--- src/rtl/mat_mult_pkg.sv ---
// Shared types and constants for the 2x2 matrix multiplier.
package mat_mult_pkg;

  localparam int unsigned DW_DEF = 16;
  localparam int unsigned RW_DEF = 32;
  localparam int unsigned STEPS  = 8;
  localparam int unsigned CNT_W  = $clog2(STEPS);

  typedef enum logic [1:0] {
    IDLE = 2'd0,
    CALC = 2'd1,
    DONE = 2'd2
  } state_e;

  // Step s multiplies A[row][k] * B[k][col] with row = s[2], col = s[1], k = s[0].
  // This yields the order a*e, b*g, a*f, b*h, c*e, d*g, c*f, d*h.
  function automatic logic [1:0] a_idx(input logic [CNT_W-1:0] s);
    return {s[2], s[0]};
  endfunction

  function automatic logic [1:0] b_idx(input logic [CNT_W-1:0] s);
    return {s[0], s[1]};
  endfunction

endpackage

--- src/rtl/mat_mult_mac.sv ---
// Shared signed multiply-accumulate: one product per cycle into an RW-bit accumulator.
module mat_mult_mac
  import mat_mult_pkg::*;
#(
  parameter int unsigned DW = DW_DEF,
  parameter int unsigned RW = RW_DEF
) (
  input  logic                 clk,
  input  logic                 rst_n,
  input  logic                 clr_i,
  input  logic                 en_i,
  input  logic signed [DW-1:0] op_a_i,
  input  logic signed [DW-1:0] op_b_i,
  output logic signed [RW-1:0] sum_o
);

  logic signed [2*DW-1:0] prod;
  logic signed [RW-1:0]   prod_ext;
  logic signed [RW-1:0]   acc_q;
  logic signed [RW-1:0]   acc_d;

  // Full-precision signed product, sign-extended, added to the running sum (wraps mod 2^RW).
  always_comb begin
    prod     = (2*DW)'(op_a_i) * (2*DW)'(op_b_i);
    prod_ext = RW'(prod);
    sum_o    = acc_q + prod_ext;
  end

  // Accumulator next value: clear wins over accumulate.
  always_comb begin
    acc_d = acc_q;
    if (clr_i) begin
      acc_d = '0;
    end else if (en_i) begin
      acc_d = sum_o;
    end
  end

  // Accumulator register.
  always_ff @(posedge clk or negedge rst_n) begin
    if (!rst_n) begin
      acc_q <= '0;
    end else begin
      acc_q <= acc_d;
    end
  end

endmodule

--- src/rtl/mat_mult_2x2fsm.sv ---
// 2x2 signed matrix multiply C = A * B using one shared MAC over eight steps.
module mat_mult_2x2fsm
  import mat_mult_pkg::*;
#(
  parameter int unsigned DW = DW_DEF,
  parameter int unsigned RW = RW_DEF
) (
  input  logic                 clk,
  input  logic                 reset,
  input  logic                 start,
  input  logic signed [DW-1:0] a,
  input  logic signed [DW-1:0] b,
  input  logic signed [DW-1:0] c,
  input  logic signed [DW-1:0] d,
  input  logic signed [DW-1:0] e,
  input  logic signed [DW-1:0] f,
  input  logic signed [DW-1:0] g,
  input  logic signed [DW-1:0] h,
  output logic signed [RW-1:0] w,
  output logic signed [RW-1:0] x,
  output logic signed [RW-1:0] y,
  output logic signed [RW-1:0] z,
  output logic                 done
);

  state_e               state_q, state_d;
  logic [CNT_W-1:0]     cnt_q;
  logic signed [DW-1:0] ma_q [4];
  logic signed [DW-1:0] mb_q [4];
  logic signed [RW-1:0] res_q [3];
  logic signed [RW-1:0] w_q, x_q, y_q, z_q;
  logic                 done_q;

  logic                 capture;
  logic                 last_step;
  logic                 in_calc;
  logic                 mac_clr;
  logic                 mac_en;
  logic                 res_wr;
  logic signed [DW-1:0] sel_a;
  logic signed [DW-1:0] sel_b;
  logic signed [RW-1:0] mac_sum;

  // Next-state logic and per-cycle datapath controls.
  always_comb begin
    state_d   = state_q;
    capture   = 1'b0;
    last_step = 1'b0;
    case (state_q)
      IDLE: begin
        if (start) begin
          capture = 1'b1;
          state_d = CALC;
        end
      end
      CALC: begin
        if (cnt_q == CNT_W'(STEPS - 1)) begin
          last_step = 1'b1;
          state_d   = DONE;
        end
      end
      DONE:    state_d = IDLE;
      default: state_d = IDLE;
    endcase
    in_calc = (state_q == CALC);
    mac_clr = capture | (in_calc & cnt_q[0]);
    mac_en  = in_calc & ~cnt_q[0];
    res_wr  = in_calc & cnt_q[0] & ~last_step;
    sel_a   = ma_q[a_idx(cnt_q)];
    sel_b   = mb_q[b_idx(cnt_q)];
  end

  // State register.
  always_ff @(posedge clk or negedge reset) begin
    if (!reset) begin
      state_q <= IDLE;
    end else begin
      state_q <= state_d;
    end
  end

  // Operand capture on the accepting IDLE edge and step counter.
  always_ff @(posedge clk or negedge reset) begin
    if (!reset) begin
      cnt_q <= '0;
      for (int unsigned i = 0; i < 4; i++) begin
        ma_q[i] <= '0;
        mb_q[i] <= '0;
      end
    end else if (capture) begin
      cnt_q   <= '0;
      ma_q[0] <= a;
      ma_q[1] <= b;
      ma_q[2] <= c;
      ma_q[3] <= d;
      mb_q[0] <= e;
      mb_q[1] <= f;
      mb_q[2] <= g;
      mb_q[3] <= h;
    end else if (in_calc) begin
      cnt_q <= cnt_q + 1'b1;
    end
  end

  // Completed dot products for w, x, y; z never needs a slot (see below).
  always_ff @(posedge clk or negedge reset) begin
    if (!reset) begin
      for (int unsigned i = 0; i < 3; i++) begin
        res_q[i] <= '0;
      end
    end else if (res_wr) begin
      res_q[cnt_q[2:1]] <= mac_sum;
    end
  end

  // Output registers and done pulse; z is taken straight from the MAC sum
  // because its slot would be written on the same edge the outputs load.
  always_ff @(posedge clk or negedge reset) begin
    if (!reset) begin
      w_q    <= '0;
      x_q    <= '0;
      y_q    <= '0;
      z_q    <= '0;
      done_q <= 1'b0;
    end else begin
      done_q <= last_step;
      if (last_step) begin
        w_q <= res_q[0];
        x_q <= res_q[1];
        y_q <= res_q[2];
        z_q <= mac_sum;
      end
    end
  end

  mat_mult_mac #(
    .DW(DW),
    .RW(RW)
  ) u_mac (
    .clk   (clk),
    .rst_n (reset),
    .clr_i (mac_clr),
    .en_i  (mac_en),
    .op_a_i(sel_a),
    .op_b_i(sel_b),
    .sum_o (mac_sum)
  );

  assign w    = w_q;
  assign x    = x_q;
  assign y    = y_q;
  assign z    = z_q;
  assign done = done_q;

endmodule

--- config.mk ---
export PLATFORM = sky130hd
export DESIGN_NAME = mat_mult_2x2fsm
export DESIGN_NICKNAME = d
export VERILOG_FILES = /design/src/rtl/mat_mult_pkg.sv /design/src/rtl/mat_mult_mac.sv /design/src/rtl/mat_mult_2x2fsm.sv
export SDC_FILE = /design/constraint.sdc
export NUM_CORES = 1
export LEC_CHECK = 0
export CORE_AREA = 2 2 246 248
export CTS_BUF_LIST = sky130_fd_sc_hd__clkbuf_4
export DETAILED_ROUTE_END_ITERATION = 12
export DIE_AREA = 0 0 248 250
export GPL_ROUTABILITY_DRIVEN = 0
export MAX_ROUTING_LAYER = met4
export PLACE_DENSITY = 0.66
export REMOVE_ABC_BUFFERS = 1
export SYNTH_ARGS = -nofsm -noshare
export SYNTH_HDL_FRONTEND = slang
export SYNTH_SLANG_ARGS = --single-unit
--- constraint.sdc ---
create_clock -name clk -period 13.24 [get_ports clk]
set_input_delay 1.324 -clock clk [delete_from_list [all_inputs] [get_ports clk]]
set_output_delay 1.324 -clock clk [all_outputs]
set_load 0.1 [all_outputs]
After elaboration in Yosys (flattened, before gate mapping)
Index checks and enable logic that the tools add are counted.
- eq/ne operators: 4
- $mul: 1
- order comparisons: 4
- multiplexer cells: 20
- bitwise logic cells: 9
- add/subtract/negate cells: 2
- reductions and logical operators: 5
- operators by type and width (cell ; count):
    96-bit bitwise mux ; 1
    32-bit 2-to-1 mux ; 3
    16-bit binary-select mux with 2-bit select ; 2
    32-bit demux with 2-bit select ; 1
    16-bit 2-to-1 mux ; 4
    32-bit adder ; 1
    16-bit by 16-bit multiplier with 32-bit output ; 1
    3-bit >= comparator, second input constant ; 3
    2-bit inverter with 3-bit output ; 3
    3-bit 2-to-1 mux ; 2
    1-bit 2-to-1 mux ; 4
    2-bit 2-to-1 mux ; 2
    2-bit case mux with 2 select lines ; 1
    2-bit nonzero test ; 2
    3-bit by 1-bit adder with 3-bit output, second input constant ; 1
    1-bit bitwise AND ; 3
    3-bit == test, second input constant ; 1
    3-bit by 1-bit < comparator with 1-bit output, second input constant ; 1
    2-bit by 1-bit == test with 1-bit output, second input constant ; 1
    2-bit zero test ; 1
    2-bit by 1-bit inequality test with 1-bit output, second input constant ; 1
    2-bit inequality test, second input constant ; 1
    1-bit inverter ; 2
    2-bit AND reduction ; 1
    other kinds (2) ; 2
- word-level logic and storage cells: 64
- input bits: 131
- output and inout port bits: 129
- flip-flop bits (word level): 390

Depth between registers and ports, before layout
Gate-level depths: netlist of the first run.
- depth in word-level cells: 8
- mapped depth: 29
- depth with buffers taken out: 25

Hierarchy
From an unflattened synthesis of the first run, not the netlist that was laid out.
- cell total of the unflattened synthesis: 2097
- area, all modules: 26401.6 um2
- by module, submodules not included (module ; times used ; area each (um2) ; cells an instance ; seq. area each (um2)):
    mat_mult_2x2fsm ; 1 ; 14327.5 ; 811 ; 8958.6
    mat_mult_mac ; 1 ; 12074.1 ; 1286 ; 800.8

Worst setup path before layout of the first run
No wires, ideal clock.
- kind: flip-flop to flip-flop
- start: register cnt_q[0]
- end: register z_q[31] (netlist: z[31])
- period minus slack after synthesis: 7.164 ns
- library setup time: 0.125 ns
- path buffers: 4
- data arrival time: 7.039 ns
- path slack: 6.076 ns
- stages on the path, launching flop included: 29
- required time: 13.115 ns
- cell sequence: dfrtp_1 buf_6 buf_2 buf_2 mux2i_1 nand2_1 o21a_1 clkbuf_1 nand2_1 inv_1 fa_1 inv_1 fa_1 inv_1 fa_1 fa_1 fa_1 inv_1 fa_1 inv_1 ha_1 a21o_1 a21o_1 a21o_1 a221o_1 a21o_4 a31oi_4 xnor2_2 mux2_2
- longest elaborated chain between the ends: 6
- elaborated cells on any way between the ends: 13
- classes of those cells: add/sub (1); mul (1); eq/ne (1); mux (8); bitwise (2)
- ends and longest elaborated chain (item ; RTL line ; source):
    start: declaration ; mat_mult_2x2fsm.sv:27 ; logic [CNT_W-1:0] cnt_q;
    start signal: assignment ; mat_mult_2x2fsm.sv:101 ; cnt_q <= cnt_q + 1'b1;
    2-bit inverter with 3-bit output, on equally long branches ; mat_mult_2x2fsm.sv:69, mat_mult_2x2fsm.sv:70 ;
    16-bit binary-select mux with 2-bit select, on equally long branches ; mat_mult_2x2fsm.sv:69, mat_mult_2x2fsm.sv:70 ;
    16-bit 2-to-1 mux, on equally long branches (2 in series) ; mat_mult_2x2fsm.sv:69, mat_mult_2x2fsm.sv:70 ;
    16-bit by 16-bit multiplier with 32-bit output ; mat_mult_mac.sv:24 ; prod = (2*DW)'(op_a_i) * (2*DW)'(op_b_i);
    32-bit adder ; mat_mult_mac.sv:26 ; sum_o = acc_q + prod_ext;
    end signal: assignment ; mat_mult_2x2fsm.sv:131 ; z_q <= mac_sum;
    end: declaration ; mat_mult_2x2fsm.sv:31 ; logic signed [RW-1:0] w_q, x_q, y_q, z_q;
Parallel ways exist; a longest one is shown, timed or not. The select of a mux whose other input is x is not followed.
A chain may end at the register's enable or synchronous reset.

Worst setup path in the final report of the first run
- start: register cnt_q[0]
- end: register res_q[24] (netlist name)
- longest elaborated chain between the ends: 7
- elaborated cells on any way between the ends: 17
- classes of those cells: add/sub (1); mul (1); eq/ne (1); mux (9); bitwise (5)
- ends and longest elaborated chain (item ; RTL line ; source):
    2-bit inverter with 3-bit output, on equally long branches ; mat_mult_2x2fsm.sv:69, mat_mult_2x2fsm.sv:70 ;
    16-bit binary-select mux with 2-bit select, on equally long branches ; mat_mult_2x2fsm.sv:69, mat_mult_2x2fsm.sv:70 ;
    16-bit 2-to-1 mux, on equally long branches (2 in series) ; mat_mult_2x2fsm.sv:69, mat_mult_2x2fsm.sv:70 ;
    16-bit by 16-bit multiplier with 32-bit output ; mat_mult_mac.sv:24 ;
    32-bit adder ; mat_mult_mac.sv:26 ;
    96-bit bitwise mux ; mat_mult_2x2fsm.sv:112 ; res_q[cnt_q[2:1]] <= mac_sum;
    end signal: indexed assignment ; mat_mult_2x2fsm.sv:112 ;
    end: declaration ; mat_mult_2x2fsm.sv:30 ; logic signed [RW-1:0] res_q [3];
Parallel ways exist; a longest one is shown, timed or not. The select of a mux whose other input is x is not followed.

==> results.md, run 1 <==
- CP Data Arrival Time: 9.61 ns
- Starting Density: 43.6%
- Final WL: 66,700 µm
- Hold Fails Final Rpt: 0
- RSZ-0062 raised after global routing: no
- Slew Limit Fails: 0
- Filler cells: approximately 5,300
- Post-synth cell types: 58
- Final setup viols: 0
- Syn avg cell area: approximately 11 µm²
- Die ar.: 0.0620 mm²
- Setup TNS: 0 ns
- Global-route wire length before repair: between 100,000 and 150,000 µm
- CP required: 13.96 ns
- Post-CTS Resized: 0
- Largest net degree at the start of global routing: 158
- GRT Resource Usage Total: between 20% and 30%
- Clock H-tree levels: 3
- Sequential-to-total area share from yosys stat: 37.6%
- Synth-to-layout area growth: 18.1%
- Layout cells sized above 1: 15.4%
- Ys async rst share: 100%
- Worst-path fanout max: 41
- DP HPWL: 49,900 µm
- Clock sink total: 390
- Crit path launch type: flop
- DRT Pass-1 Iters: 7
- Yosys top cell area share: between 30 and 40%
- Layout Skew: roughly 0.09 ns
- Slew margin rel.: 11.3%
- Vias post-DR: roughly 18,000
- First DRT Iteration DRCs: 984
- CTS buffer count: between 100 and 150
- CTS tree: yes
- Status: finished, final reports clean
- Nets: 3,246
- Max Fclk: between 100 and 150 MHz
- Worst-margin pin slew: approximately 1.3 ns
- Die height: 250 µm
- Drt wl/cell: approximately 19 µm
- Cell chosen for the clock root: clkbuf_4
- Antenna violations before repair: 4
- Rows: 90
- Post-synth EDFFs: 0
- Crit Path Class: reg -> reg
- FF+latch area: 0.00976 mm²
- Synth warn: 0
- Cell Area, Synth: 0.0260 mm²
- Min Clock Period, post-route: roughly 8.9 ns
- Gr ovfl total: 0
- Synth top area cells: dfrtp_1 38%, fa_1 23%, mux2_2 8.7%, nand2_1 8.0%, ha_1 4.8%
- Final worst-path cycle share: 67.1%
- DRC errors left: 0
- Area of the multi-input gates: 0.0146 mm²
- Final ANT Viol Nets: 0
- Core ar.: 0.0596 mm²
- Clock transition at the registers of the reported paths: 0.08 ns
- Class of the tightest hold or removal check: reg -> reg
- Max-cap viol count: 0
- # IOs: 260
- Routed vias/inst: 5.10
- Crit. End Element: flop
- Number of global-route vias before repair: 20,500
- Final hold slack: 0.398 ns
- Die Wd: 248 µm
- IO buf count: 259
- Leading area contributor after synthesis: dfrtp_1
- Gate Count Post-Synth: between 2,000 and 2,500
- Clk_lat worst skew: 0.91 ns
- # Post-CTS Setup Buffers: 0
- Clock Tree Buf Depth: 3
- # hold bufs at CTS: 0
- Ys flop type: dfrtp_1
- Seq cells post-synth: 390
logic make-up after synthesis:
family | share of synthesized area, %
buffers and inverters | 6.44
AND/OR/NAND/NOR | 11.3
flip-flops | 37.6
AO/OA/AOI/OAI | 5.15
multiplexers | 10.6
adder cells (fa/ha/maj) | 27.3
XOR/XNOR | 1.57
layer usage:
metal	track usage (%)	wire (µm)
met1	28.0	26200
met2	39.5	34200
met3	4.50	4200
met4	8.71	2120
met5	-	0
through the flow:
step | std cells | area [µm²] | worst slack [ns] | utilization, %
after floorplan | 2331 | 25500 | 1.57 | -
after global placement | 3400 | 29300 | 4.52 | 49.3
after detailed placement | 3400 | 29300 | 4.35 | 49.3
after CTS | 3579 | 30700 | 4.30 | 51.5
after global routing | 3586 | 30700 | 3.69 | 51.5
final | 3586 | 30700 | 4.35 | 51.5
state kept, by name (all words and copies together), names as in the netlist:
name         flops
x               32
mb_q            64
u_mac.acc_q     32
done             1
cnt_q            3
res_q           96
y               32
ma_q            64
w               32
state_q          2
z               32
cell usage in the layout (no fill, tap or decap), types with 13 or more instances in the layout:
cell type	n
a21oi_1	23
nor2b_1	13
a21o_1	16
clkbuf_4	146
mux2_2	201
buf_4	27
xor2_1	15
o21ai_1	15
clkdlybuf4s50_1	258
xnor2_1	24
o21a_1	18
and2_1	31
dfrtp_1	388
fa_1	292
inv_1	325
nor2_1	102
a22o_1	17
ha_1	100
o21ai_0	99
nand2_1	551
mux2i_1	23
nand2b_1	15
clkinv_1	16
worst max-delay path, cell delays in order, from the launching register on:
cell	delay [ns]
dfrtp_2	0.73
buf_4	0.56
mux2_2	0.39
o21ai_1	1.00
nor2_1	0.19
fa_1	0.56
inv_1	0.05
fa_1	0.46
fa_1	0.51
inv_1	0.05
fa_1	0.51
fa_1	0.50
inv_1	0.05
fa_1	0.47
inv_1	0.04
ha_1	0.36
a21oi_1	0.27
o21bai_1	0.13
a21o_1	0.24
a211oi_1	0.43
o21ai_1	0.22
o31ai_1	0.32
xor2_1	0.48
o21ai_0	0.18
cell usage after synthesis, types with 16 or more instances:
master,n
nand2_1,552
nor2_1,103
dfrtp_1,390
mux2i_1,23
inv_1,326
o21ai_0,99
a21oi_1,23
and2_1,31
a21o_1,16
clkbuf_1,87
mux2_2,201
xnor2_1,24
a22o_1,17
fa_1,292
ha_1,100
o21a_1,18
layout make-up:
class	count	share of cell area, %
Antenna cell	7	0.0571
Clock buffer	146	3.57
Clock inverter	33	0.702
Inverter	326	4.00
Multi-Input combinational cell	1615	47.5
Sequential cell	390	31.8
Tap cell	782	3.19
Timing Repair Buffer	287	9.19
path summary, 6_finish.rpt:
path / endpoint / depth (start not counted) / slack, ns / startpoint
max in group asynchronous: res_q[15] / 3 / 10.73 / reset
worst min register to register: x[1] / 2 / 0.40 / res_q[33]
min in group asynchronous: z[5] / 1 / 0.43 / reset
worst min-delay path: x[1] / 2 / 0.40 / res_q[33]
worst max-delay path: res_q[24] / 23 / 4.35 / cnt_q[0]
worst max register to register: res_q[24] / 23 / 4.35 / cnt_q[0]
Power of run 1 is not shown: default switching activity piles up to over one toggle a cycle in this logic, so the estimate is an artifact.
==> run 2: changes to the inputs <==
Clock period 13.24 ns to 8.9 ns, I/O delays scaled along.
==> results.md, run 2 (synthesized netlist as in run 1, its figures left out) <==
- Status: finished, final reports clean
- Final worst-path cycle share: 90.8%
- Slowest-stage cell, CP: dfrtp_2
- Worst-margin pin slew: 1.39 ns
- Hold Path Sink: w[0]
- Finished Layout Cells: 3,593
- Starting Density: about 44%
- Vias post-DR: about 18,000
- Setup WS post-layout: 0.817 ns
- Crit path launch type: flop
- Wire length on met2: ~34,000 µm
- Die height: ~250 µm
- Routed vias/inst: 5.08
- Clock transition at the registers of the reported paths: 0.07 ns
- Crit. End Element: flop
- Layout cells sized above 1: 15.0%
- Layout Utilization: between 50% and 60%
- Slew margin rel.: 6.67%
- IO buf count: 259
- Clk_lat worst skew: 0.92 ns
- GRT Resource Usage Total: 23.4%
- Clock Tree Buf Depth: 3
- Hold Crit Start: res_q[64]
- Crit Path Class: reg -> reg
- Synth-to-layout area growth: 18.2%
- Setup Slack @ Placement: ~0.86 ns
- Critical path buffers and inverters: 6
- CP required: about 9.6 ns
- Global-route wire length before repair: between 100,000 and 150,000 µm
- Reg2reg start: cnt_q[2]
- DRC errors left: 0
- Worst reg-to-reg path cell count: 23
- DP HPWL: ~50,000 µm
- Class of the tightest hold or removal check: reg -> reg
- # Post-CTS Setup Buffers: 0
- Max-cap viol count: 0
- Reg2reg end: z[30]
- CP Data Arrival Time: 8.79 ns
- # IOs: 260
- Setup TNS: 0 ns
- Final setup viols: 0
- Worst-path fanout max: 27
- DR WL met3: 4470 µm
- Drt wl/cell: 18.6 µm
- RSZ-0062 raised after global routing: no
- Die ar.: slightly above 0.06 mm²
- Core ar.: slightly below 0.06 mm²
- Placed Cells: around 3,400
- Die Wd: 248 µm
- Hold Crit Depth: 2
- Final WL: 66,800 µm
- Layout Skew: between 0.08 and 0.09 ns
- Number of global-route vias before repair: ~20,000
- DRT Pass-1 Iters: 7
- Commonest non-fill, non-tap cells in the layout: 551 x nand2_1, 388 x dfrtp_1, 325 x inv_1
- DRT met1 WL: 26,800 µm
- Hold Fails Final Rpt: 0
- Crit-path cells: mux2_2 -> o21a_1 -> nand2_1 -> inv_1 -> fa_1 -> inv_1 -> fa_1 -> inv_1 -> fa_1 -> fa_1 -> fa_1 -> inv_1 -> fa_1 -> inv_1 -> ha_1 -> and3_2 -> nand2_1 -> nor2_1 -> inv_1 -> o311a_1 -> a21oi_1 -> mux2i_1 -> o21ai_0
- CTS buffer count: about 100
- CP peak stage delay: just under 0.9 ns
- Crit path max-delay family: adder cells
- Largest reg by FF count: res_q
- CTS tree: yes
- Gr ovfl total: 0
- Max Fclk: 124 MHz
- Clock H-tree levels: 3
- Largest net degree at the start of global routing: 163
- Slew Limit Fails: 0
- Filler cells: 5,273
- Clock sink total: a little under 400
- Cell chosen for the clock root: clkbuf_4
- First DRT Iteration DRCs: 1,083
- Final ANT Viol Nets: 0
- Most common cell after layout, fill and taps aside: nand2_1
- Biggest regs: res_q (96), ma_q (64), mb_q (64)
- R2R Setup Slk: 0.82 ns
- Min Clock Period, post-route: 8.08 ns
- Antenna violations before repair: 4
- Nets: 3,249
- Max reg flops: 96
- Rows: 90
- DR top layer: met4
==> run 2: cell count changes in the layout (fill, tap and decap cells not counted), sizes merged <==
cell,before,now
clkinv,27,38
clkinvlp,1,2
diode,7,5
dlygate4sd3,0,1
buf,29,33
clkbuf,146,138
==> run 2: how the worst max path moves through the flow <==
| stage | startpoint | to | slack (ns) | cells after the start |
|---|---|---|---|---|
| final | cnt_q[2] | z[30] | 0.82 | 23 |
| after global routing | cnt_q[2] | res_q[62] | 0.34 | 23 |
| after floorplan | start | ma_q[0] | -2.34 | 2 |
| after CTS | cnt_q[2] | res_q[94] | 0.84 | 23 |
| after global placement | cnt_q[2] | res_q[62] | 1.06 | 23 |
| after detailed placement | cnt_q[2] | res_q[94] | 0.86 | 23 |
==> run 2: cell type report <==
cell class | count | area, µm² | share of cell area [%]
timing repair buffer | 292 | 2860 | 9.32
antenna | 5 | 12.5 | 0.0408
sequential | 390 | 9760 | 31.8
inverter | 326 | 1230 | 4.00
clock inverter | 45 | 256 | 0.836
multi-input combinational | 1615 | 14600 | 47.4
clock buffer | 138 | 1040 | 3.38
tap | 782 | 978 | 3.19
==> run 2: worst register-to-register path, delay by kind of cell, from the launching register on <==
family                     cells  cell delay [ns]
adders and majority gates      7             3.63
buffers and inverters          6             0.66
muxes                          2             0.79
AOI/OAI and AO/OA              4             1.19
DFF                            1             0.88
and+or+nand+nor                4             0.81
==> run 2: stage by stage <==
step	hold WS, ns	area, µm²
3_3_place_gp	0.443	29400
6_report	0.420	30700
3_5_place_dp	0.451	29400
4_1_cts	0.421	30700
2_1_floorplan	0.433	25500
5_1_grt	0.417	30700
==> run 2: layer usage <==
metal  up-vias  track usage, %
met5         -               -
met4         0            7.68
met3       141            4.60
met2       579            38.6
met1      9264            28.7
li1       8257               -
==> run 2: timing repair <==
item,4_1_cts,5_1_grt
gates resized for setup,0,0
hold endpoints to repair,11,0
hold buffers,1,0
Power of run 2 is left out for the same reason.
==> run 3: changes to the inputs <==
Settings changed: GPL_TIMING_DRIVEN from default to 0.
==> results.md, run 3 (synthesized netlist as in run 1, its figures left out) <==
- Die Wd: 248 µm
- Crit path launch: cnt_q[2]
- DRC errors left: 0
- DP HPWL: between 40,000 and 50,000 µm
- CP Data Arrival Time: 9.12 ns
- CP required: 9.56 ns
- RSZ-0062 raised after global routing: no
- Worst-path fanout max: 25
- IO buf count: 259
- DRT Pass-1 Iters: 5
- Slowest-stage cell, CP: o21ai_0
- Max-cap viol count: 0
- Routed vias/inst: between 5 and 6
- Crit. End Element: flop
- Drt wl/cell: 18.1 µm
- Most used cell, CP: fa_1
- CP peak stage delay: 0.88 ns
- Status: finished, final reports clean
- Vias post-DR: 18,200
- Slew Limit Fails: 0
- Nets: 3,256
- Setup TNS: 0 ns
- Final ANT Viol Nets: 0
- Biggest regs: res_q (96), ma_q (64), mb_q (64)
- Cell chosen for the clock root: clkbuf_4
- Synth-to-layout area growth: 19.9%
- Clock sink total: 390
- Clock Tree Buf Depth: 3
- Clk_lat worst skew: 0.91 ns
- Gr ovfl total: 0
- Rows: 90
- Layout cells sized above 1: between 10% and 20%
- Worst-margin pin slew: 1.35 ns
- Slew margin rel.: under 10%
- Number of global-route vias before repair: 20,400
- Worst reg-to-reg path cell count: 23
- Final worst-path cycle share: 95.0%
- Clock transition at the registers of the reported paths: around 0.070 ns
- Final WL: 65,200 µm
- Setup WS post-layout: between 0.4 and 0.5 ns
- Largest net degree at the start of global routing: 127
- Hold Crit Start: res_q[65]
- Most common cell after layout, fill and taps aside: nand2_1
- Die ar.: between 0.06 and 0.07 mm²
- Reg2reg end: u_mac.acc_q[24]
- Global-route wire length before repair: 108,000 µm
- Hold Fails Final Rpt: 0
- Antenna violations before repair: 4
- Largest reg by FF count: res_q
- # IOs: 260
- Class of the tightest hold or removal check: reg -> reg
- Core ar.: 0.0596 mm²
- First DRT Iteration DRCs: 891
- Reg2reg start: cnt_q[2]
- GRT Resource Usage Total: 22.8%
- Commonest non-fill, non-tap cells in the layout: 551 x nand2_1, 388 x dfrtp_1, 325 x inv_1
- Min Clock Period, post-route: 8.46 ns
- Clock H-tree levels: 3
- Crit-path cells: buf_12 -> mux2_2 -> o21ai_0 -> nor2_1 -> fa_1 -> inv_1 -> fa_1 -> fa_1 -> inv_1 -> fa_1 -> fa_1 -> inv_1 -> fa_1 -> inv_1 -> ha_1 -> a21oi_1 -> o21bai_1 -> a21o_1 -> a211oi_1 -> o21ai_1 -> o31ai_1 -> xor2_1 -> o21ai_0
- Starting Density: approximately 44%
- Max reg flops: 96
- Final setup viols: 0
- Layout Skew: 0.0860 ns
- Setup Slack @ Placement: -0.0726 ns
- CTS tree: yes
- Die height: between 200 and 300 µm
- CTS buffer count: 110
- Crit path launch type: flop
- Worst setup endpoint: u_mac.acc_q[24]
- R2R Setup Slk: 0.44 ns
- Max Fclk: between 100 and 150 MHz
- Crit Path Class: reg -> reg
## run 3: how the worst min path moves through the flow
| stage | endpoint | slack (ns) | cells past startpoint |
|---|---|---|---|
| after floorplan | w[0] | 0.43 | 2 |
| after global placement | w[26] | 0.44 | 2 |
| after detailed placement | y[21] | 0.45 | 2 |
| after CTS | y[13] | 0.41 | 2 |
| after global routing | y[13] | 0.42 | 2 |
| final | w[1] | 0.42 | 2 |
## run 3: cell type report
type                       instances  area, µm²
fill                            5245      28400
multi-input combinational       1615      14600
sequential                       390       9760
timing repair buffer             290       3080
inverter                         326       1230
clock buffer                     160       1200
tap                              782        978
clock inverter                    36        270
antenna                            8       20.0
## run 3: what timing repair did
action                     4_1_cts  5_1_grt
buffers inserted                 0        1
pin swaps                        0        0
hold endpoints to repair        46        0
setup endpoints to repair        5        7
gates resized for setup          1        1
hold buffers                     1        0
## run 3: layer usage
| metal | up-vias | GRT usage (%) | routed length (µm) |
|---|---|---|---|
| li1 | 8266 | - | - |
| met1 | 9309 | 28.4 | 27200 |
| met2 | 497 | 37.1 | 32500 |
| met3 | 153 | 4.40 | 3490 |
| met4 | 0 | 8.35 | 2030 |
| met5 | - | - | 0 |
## run 3: metrics by stage
step	cells	hold WS [ns]	utilization [%]	area, µm²
floorplan	2331	0.433	-	25500
global placement	3372	0.443	48.8	29100
detailed placement	3401	0.446	49.7	29600
CTS	3598	0.412	52.2	31100
global route	3606	0.422	52.2	31100
finish	3607	0.419	52.2	31100
## run 3: critical path, delay by kind of cell, from the launching register on
| kind | cells | cell delay, ns |
|---|---|---|
| muxes | 1 | 0.37 |
| buffers and inverters | 5 | 0.44 |
| and+or+nand+nor | 1 | 0.18 |
| AOI/OAI and AO/OA | 8 | 2.92 |
| xor gates and xnor gates | 1 | 0.42 |
| adders and majority gates | 7 | 3.37 |
| DFF | 1 | 0.53 |
Power of run 3 is left out for the same reason.
==> variant 1, RTL diff (settings of run 3) <==
Change the package constant `RW_DEF` from 32 to 48.
--- a/src/rtl/mat_mult_pkg.sv
+++ b/src/rtl/mat_mult_pkg.sv
@@ -2,7 +2,7 @@
 package mat_mult_pkg;
 
   localparam int unsigned DW_DEF = 16;
-  localparam int unsigned RW_DEF = 32;
+  localparam int unsigned RW_DEF = 48;
   localparam int unsigned STEPS  = 8;
   localparam int unsigned CNT_W  = $clog2(STEPS);
 
Interface: changed (resized w, x, y and z); port bits go from 260 to 324. The function was not compared with the original's and may differ.
==> variant 1 against run 3 <==
Design area increased by 29%. Synthesized area increased by 30%. Maximum frequency decreased by 0.92%. Setup slack got worse by 0.078 ns. Via count increased by 35%. Wire length increased by 30%. First-iteration DRC count increased by 50%. Sequential cell count increased by 128.
Power is left out: the tool's default activity adds up to more than one toggle a clock period on the data nets, which glitch-free logic cannot reach.
==> variant 1: results (changes against run 3) <==
| Metric | Value |
|---|---|
| Overall global routing resource usage | 0.299 (+0.0704) |
| Top cells by area in the synthesized netlist | sky130_fd_sc_hd__dfrtp_1 38%, sky130_fd_sc_hd__fa_1 21%, sky130_fd_sc_hd__nand2_1 9.2% |
| Wl on met1 | 33800 um (+25%) |
| Unique cell type count in the Yosys netlist | 70 (+21%) |
| Arithmetic-cell share of the synthesized area counting full adders, half adders and majority gates | 0.264 (-0.00919) |
| Ranking of synthesized cells by instance count | 827 x sky130_fd_sc_hd__nand2_1, 518 x sky130_fd_sc_hd__dfrtp_1, 436 x sky130_fd_sc_hd__inv_1 |
| Portion of the post-synthesis area used by sequential elements | 0.384 (+0.00835) |
| Wire length on met2 | 43900 um (+35%) |
| Met3 wire len | 4300 um (+23%) |
| Maximum fanout count along the critical path | 31 (+24%) |
| Required time reported for the critical path endpoint | 9.72 ns (+0.16 ns) |
| CP max stage delay | 0.78 ns (-0.10 ns) |
| Setup clock skew after layout | 0.0634 ns (-0.0226 ns) |
| Mux cell area share after synthesis | 0.0752 (-0.0307) |
| Maximum number of pins on one net before global-route repair | 129 (+1.6%) |
| Cells after synthesis | 3319 (+36%) |
| Port bufs | 323 (+25%) |
| Post-layout net count | 4295 (+32%) |
| Synthesized-area fraction occupied by xor and xnor cells | 0.0125 (-0.00320) |
| CP max stage cell | sky130_fd_sc_hd__fa_2 |
| Insertion delay to the later sink of the worst-skew pair | 1.00 ns (+0.09 ns) |
| Via count of the first global-routing pass | 26.6k (+31%) |
| Top Registers | res_q x144, ma_q x64, mb_q x64 |
| Share of layout cells above drive strength 1 | 0.137 (-0.0219) |
| Outcome | complete, no violations |
| Primary FF master, synth | sky130_fd_sc_hd__dfrtp_1 |
| Via total after detailed routing | 24.6k (+35%) |
| Placed cell area | 0.0380 sq mm (+28%) |
| Initial DRC count | 1335 (+50%) |
| Share of the synthesized area in compound gates (AO/OA/AOI/OAI) | 0.0702 (+0.0187) |
| Clock buffer count from CTS | 142 (+29%) |
| Wire length of the first global-routing pass | 139000 um (+29%) |
| H-tree level count | 4 (+1) |
| Number of filler cells placed in the layout | 4742 (-9.6%) |
| Antenna violations before repair | 3 (-1) |
| Measured slew at the worst slew-check pin | 1.28 ns (-0.0669 ns) |
| Post-DR vias/cell | 5.42 (+7.2%) |
| Sum of net half-perimeters after detailed placement | 62700 um (+28%) |
| Routed length per instance | 18.7 um (+3.4%) |
## variant 1: changes by cell type in the layout (fill, tap and decap cells not counted), moves of 14 or more
cell	before	now
sky130_fd_sc_hd__inv_1	325	434
sky130_fd_sc_hd__fa_1	292	358
sky130_fd_sc_hd__clkdlybuf4s50_1	258	322
sky130_fd_sc_hd__nand3_1	2	21
sky130_fd_sc_hd__o21ai_0	94	188
sky130_fd_sc_hd__clkbuf_4	160	204
sky130_fd_sc_hd__dfrtp_1	388	515
sky130_fd_sc_hd__nor2_1	102	129
sky130_fd_sc_hd__ha_1	100	133
sky130_fd_sc_hd__nand2_1	551	825
sky130_fd_sc_hd__a21oi_1	23	37
## variant 1: cell families (layout without fill, tap and decap cells)
| family | Yosys count | after routing |
|---|---|---|
| xor+xnor | 48 | 48 |
| mux | 220 | 220 |
| compound gates | 379 | 379 |
| flops | 518 | 518 |
| buf+inv | 587 | 1031 |
| other cells | 0 | 4 |
| simple gates | 1072 | 1072 |
| fa+ha+maj | 495 | 495 |
## variant 1: layout make-up
type | count | area [sq um] | area share
Multi-Input combinational cell | 2214 | 18800 | 0.469
Sequential cell | 518 | 13000 | 0.324
Timing Repair Buffer | 356 | 3790 | 0.0949
Inverter | 437 | 1650 | 0.0413
Clock buffer | 204 | 1530 | 0.0383
Tap cell | 782 | 978 | 0.0245
Clock inverter | 34 | 312 | 0.00779
Antenna cell | 4 | 10.0 | 0.000250
## variant 1: layer usage
metal	up-vias	global-route usage
met5	-	-
met4	0	0.120
met3	208	0.0587
met2	691	0.496
met1	12500	0.357
li1	11200	-
## variant 1: path summary, 6_finish.rpt
| kind | from | endpoint | slack, ns | cells after the start |
|---|---|---|---|---|
| worst min register to register | res_q[69] | x[21] | 0.43 | 2 |
| max in group asynchronous | reset | res_q[129] | 6.86 | 4 |
| worst max-delay path | cnt_q[2] | u_mac.acc_q[37] | 0.37 | 22 |
| worst min-delay path | res_q[69] | x[21] | 0.43 | 2 |
| worst max register to register | cnt_q[2] | u_mac.acc_q[37] | 0.37 | 22 |
| min in group asynchronous | reset | mb_q[50] | 0.45 | 2 |
## variant 1: per-stage QoR
| stage | setup slack, ns | TNS, ns | utilization |
|---|---|---|---|
| 4_1_cts | 0.0146 | 0 | 0.670 |
| 5_1_grt | 0.00103 | 0 | 0.671 |
| 6_report | 0.366 | 0 | 0.671 |
| 3_5_place_dp | -0.744 | -31.63 | 0.637 |
| 2_1_floorplan | -2.34 | -299.16 | - |
| 3_3_place_gp | -15.37 | -9659.22 | 0.628 |
## variant 1: repair_timing
item / 4_1_cts / 5_1_grt
hold buffers: 1 / 0
hold endpoints to repair: 72 / 0
resized for setup: 11 / 10
buffers inserted: 4 / 1
pin swaps: 0 / 1
setup endpoints to repair: 68 / 49
==> variant 2, RTL diff (settings of run 3) <==
Without the edit above. Reset style: synchronous (`reset` and `rst_n`), changed in 5 clocked blocks.
--- a/src/rtl/mat_mult_mac.sv
+++ b/src/rtl/mat_mult_mac.sv
@@ -37,7 +37,7 @@
   end
 
   // Accumulator register.
-  always_ff @(posedge clk or negedge rst_n) begin
+  always_ff @(posedge clk) begin
     if (!rst_n) begin
       acc_q <= '0;
     end else begin
--- a/src/rtl/mat_mult_2x2fsm.sv
+++ b/src/rtl/mat_mult_2x2fsm.sv
@@ -71,7 +71,7 @@
   end
 
   // State register.
-  always_ff @(posedge clk or negedge reset) begin
+  always_ff @(posedge clk) begin
     if (!reset) begin
       state_q <= IDLE;
     end else begin
@@ -80,7 +80,7 @@
   end
 
   // Operand capture on the accepting IDLE edge and step counter.
-  always_ff @(posedge clk or negedge reset) begin
+  always_ff @(posedge clk) begin
     if (!reset) begin
       cnt_q <= '0;
       for (int unsigned i = 0; i < 4; i++) begin
@@ -103,7 +103,7 @@
   end
 
   // Completed dot products for w, x, y; z never needs a slot (see below).
-  always_ff @(posedge clk or negedge reset) begin
+  always_ff @(posedge clk) begin
     if (!reset) begin
       for (int unsigned i = 0; i < 3; i++) begin
         res_q[i] <= '0;
@@ -115,7 +115,7 @@
 
   // Output registers and done pulse; z is taken straight from the MAC sum
   // because its slot would be written on the same edge the outputs load.
-  always_ff @(posedge clk or negedge reset) begin
+  always_ff @(posedge clk) begin
     if (!reset) begin
       w_q    <= '0;
       x_q    <= '0;
Check against the original RTL: not equivalent (Yosys sat finds a counterexample within 10 cycles, from zero or initial values and one cycle with reset low; the reset may be asserted at any time).
==> variant 2 against run 3 <==
Wire length decreased by 5.4%. Setup slack better by 0.22 ns. Highest routed layer unchanged. Maximum frequency up 2.6%. Design area down 1.3%. Sequential share of layout area grew 1.5 points. Synthesized area fell by 0.30%. Sequential cell count is 3 higher.
Power is not shown: default switching activity piles up to over one toggle a cycle in this logic, so the estimate is an artifact.
==> variant 2: results (changes against run 3) <==
| Metric | Value |
|---|---|
| Via count of the first global-routing pass | 19.1k (-6.4%) |
| Top cells by area in the synthesized netlist | sky130_fd_sc_hd__edfxtp_1 26%, sky130_fd_sc_hd__fa_1 23%, sky130_fd_sc_hd__dfxtp_1 13% |
| Wire length of the first global-routing pass | 99900 um (-7.1%) |
| Cells resized by post-CTS repair | 0 (-1) |
| Critical path class | reg -> reg |
| Met1 track demand over resource | 0.267 (-0.0169) |
| DR pass1 iterations | 6 (+1) |
| Endpoint of the worst hold path | w[11] |
| Met2 track utilization from global routing | 0.343 (-0.0277) |
| Met3 usage in global routing | 0.0325 (-0.0115) |
| Via total after detailed routing | 18.2k (-0.35%) |
| Endpoint of the worst register-to-register path | res_q[1][24] |
| Drt total wl | 61700 um (-5.4%) |
| Synthesized-area fraction occupied by xor and xnor cells | 0.0125 (-0.00314) |
| Antenna violations before repair | 2 (-2) |
| Sum of net half-perimeters after detailed placement | 46400 um (-5.0%) |
| Cells after synthesis | 2562 (+5.1%) |
| Placed cell area | 0.0293 sq mm (-0.94%) |
| Maximum number of pins on one net before global-route repair | 111 (-13%) |
| Post-layout net count | 3339 (+2.5%) |
| CP max stage delay | 0.68 ns (-0.20 ns) |
| Portion of the post-synthesis area used by sequential elements | 0.391 (+0.0147) |
| Source of the worst hold timing path | w[11] |
| Arithmetic-cell share of the synthesized area counting full adders, half adders and majority gates | 0.275 (+0.00179) |
| Worst Hold Slack | 0.453 ns (+0.0340 ns) |
| Routed length per instance | 16.7 um (-7.3%) |
| Wire length on met2 | 30300 um (-6.9%) |
| Number of cells on the worst reg-to-reg path | 26 (+13%) |
| Setup clock skew after layout | 0.0841 ns (-0.00185 ns) |
| Maximum fanout count along the critical path | 24 (-4.0%) |
| Share of layout cells above drive strength 1 | 0.0897 (-0.0693) |
| Mux cell area share after synthesis | 0.0328 (-0.0730) |
| Ranking of synthesized cells by instance count | 383 x sky130_fd_sc_hd__nand2_1, 357 x sky130_fd_sc_hd__inv_1, 292 x sky130_fd_sc_hd__fa_1 |
| Worst max-slew margin expressed relative to the limit | 0.138 (+0.0491) |
| FF-to-FF setup slack | 0.66 ns (+0.22 ns) |
| Overall global routing resource usage | 0.210 (-0.0180) |
| Unique cell type count in the Yosys netlist | 61 (+5.2%) |
| Clock buffer count from CTS | 103 (-6.4%) |
| Outcome | complete, no violations |
| Placement Setup Slack | 0.763 ns (+0.835 ns) |
| Met3 wire len | 3140 um (-10%) |
| Insertion delay to the later sink of the worst-skew pair | 0.88 ns (-0.03 ns) |
| Initial DRC count | 1005 (+13%) |
| Cell Count Post-Placement | 3491 (+2.6%) |
| Async S/R FF share, synth | 0 (-1.00) |
| Count of flip-flops with a built-in enable after synthesis | 224 (+224) |
| Primary FF master, synth | sky130_fd_sc_hd__edfxtp_1 |
| Number of filler cells placed in the layout | 5376 (+2.5%) |
| Share of the synthesized area in compound gates (AO/OA/AOI/OAI) | 0.0653 (+0.0139) |
[variant 2: changes by cell type after synthesis, sizes merged, moves of 70 or more]
cell,delta
nor2,+188
dfxtp,+169
mux2,-176
edfxtp,+224
nand2,-169
and2,+124
dfrtp,-390
o21ai,-70
a21oi,+130
[variant 2: worst max path at each step]
stage | endpoint | slack, ns | depth (start not counted)
after floorplan | res_q[2][31] | 0.92 | 22
after CTS | res_q[0][30] | 0.71 | 22
after global routing | res_q[2][28] | 0.18 | 22
after global placement | ma_q[3][1] | -1.77 | 4
after detailed placement | res_q[0][30] | 0.76 | 22
final | res_q[1][24] | 0.66 | 26
[variant 2: layout make-up]
cell class / count / area (sq um) / area share
Multi-Input combinational cell: 1684 / 14000 / 0.455
Sequential cell: 393 / 10100 / 0.329
Timing Repair Buffer: 273 / 2880 / 0.0938
Inverter: 359 / 1350 / 0.0440
Clock buffer: 158 / 1190 / 0.0386
Tap cell: 782 / 978 / 0.0318
Clock inverter: 31 / 215 / 0.00700
Antenna cell: 2 / 5.00 / 0.000163
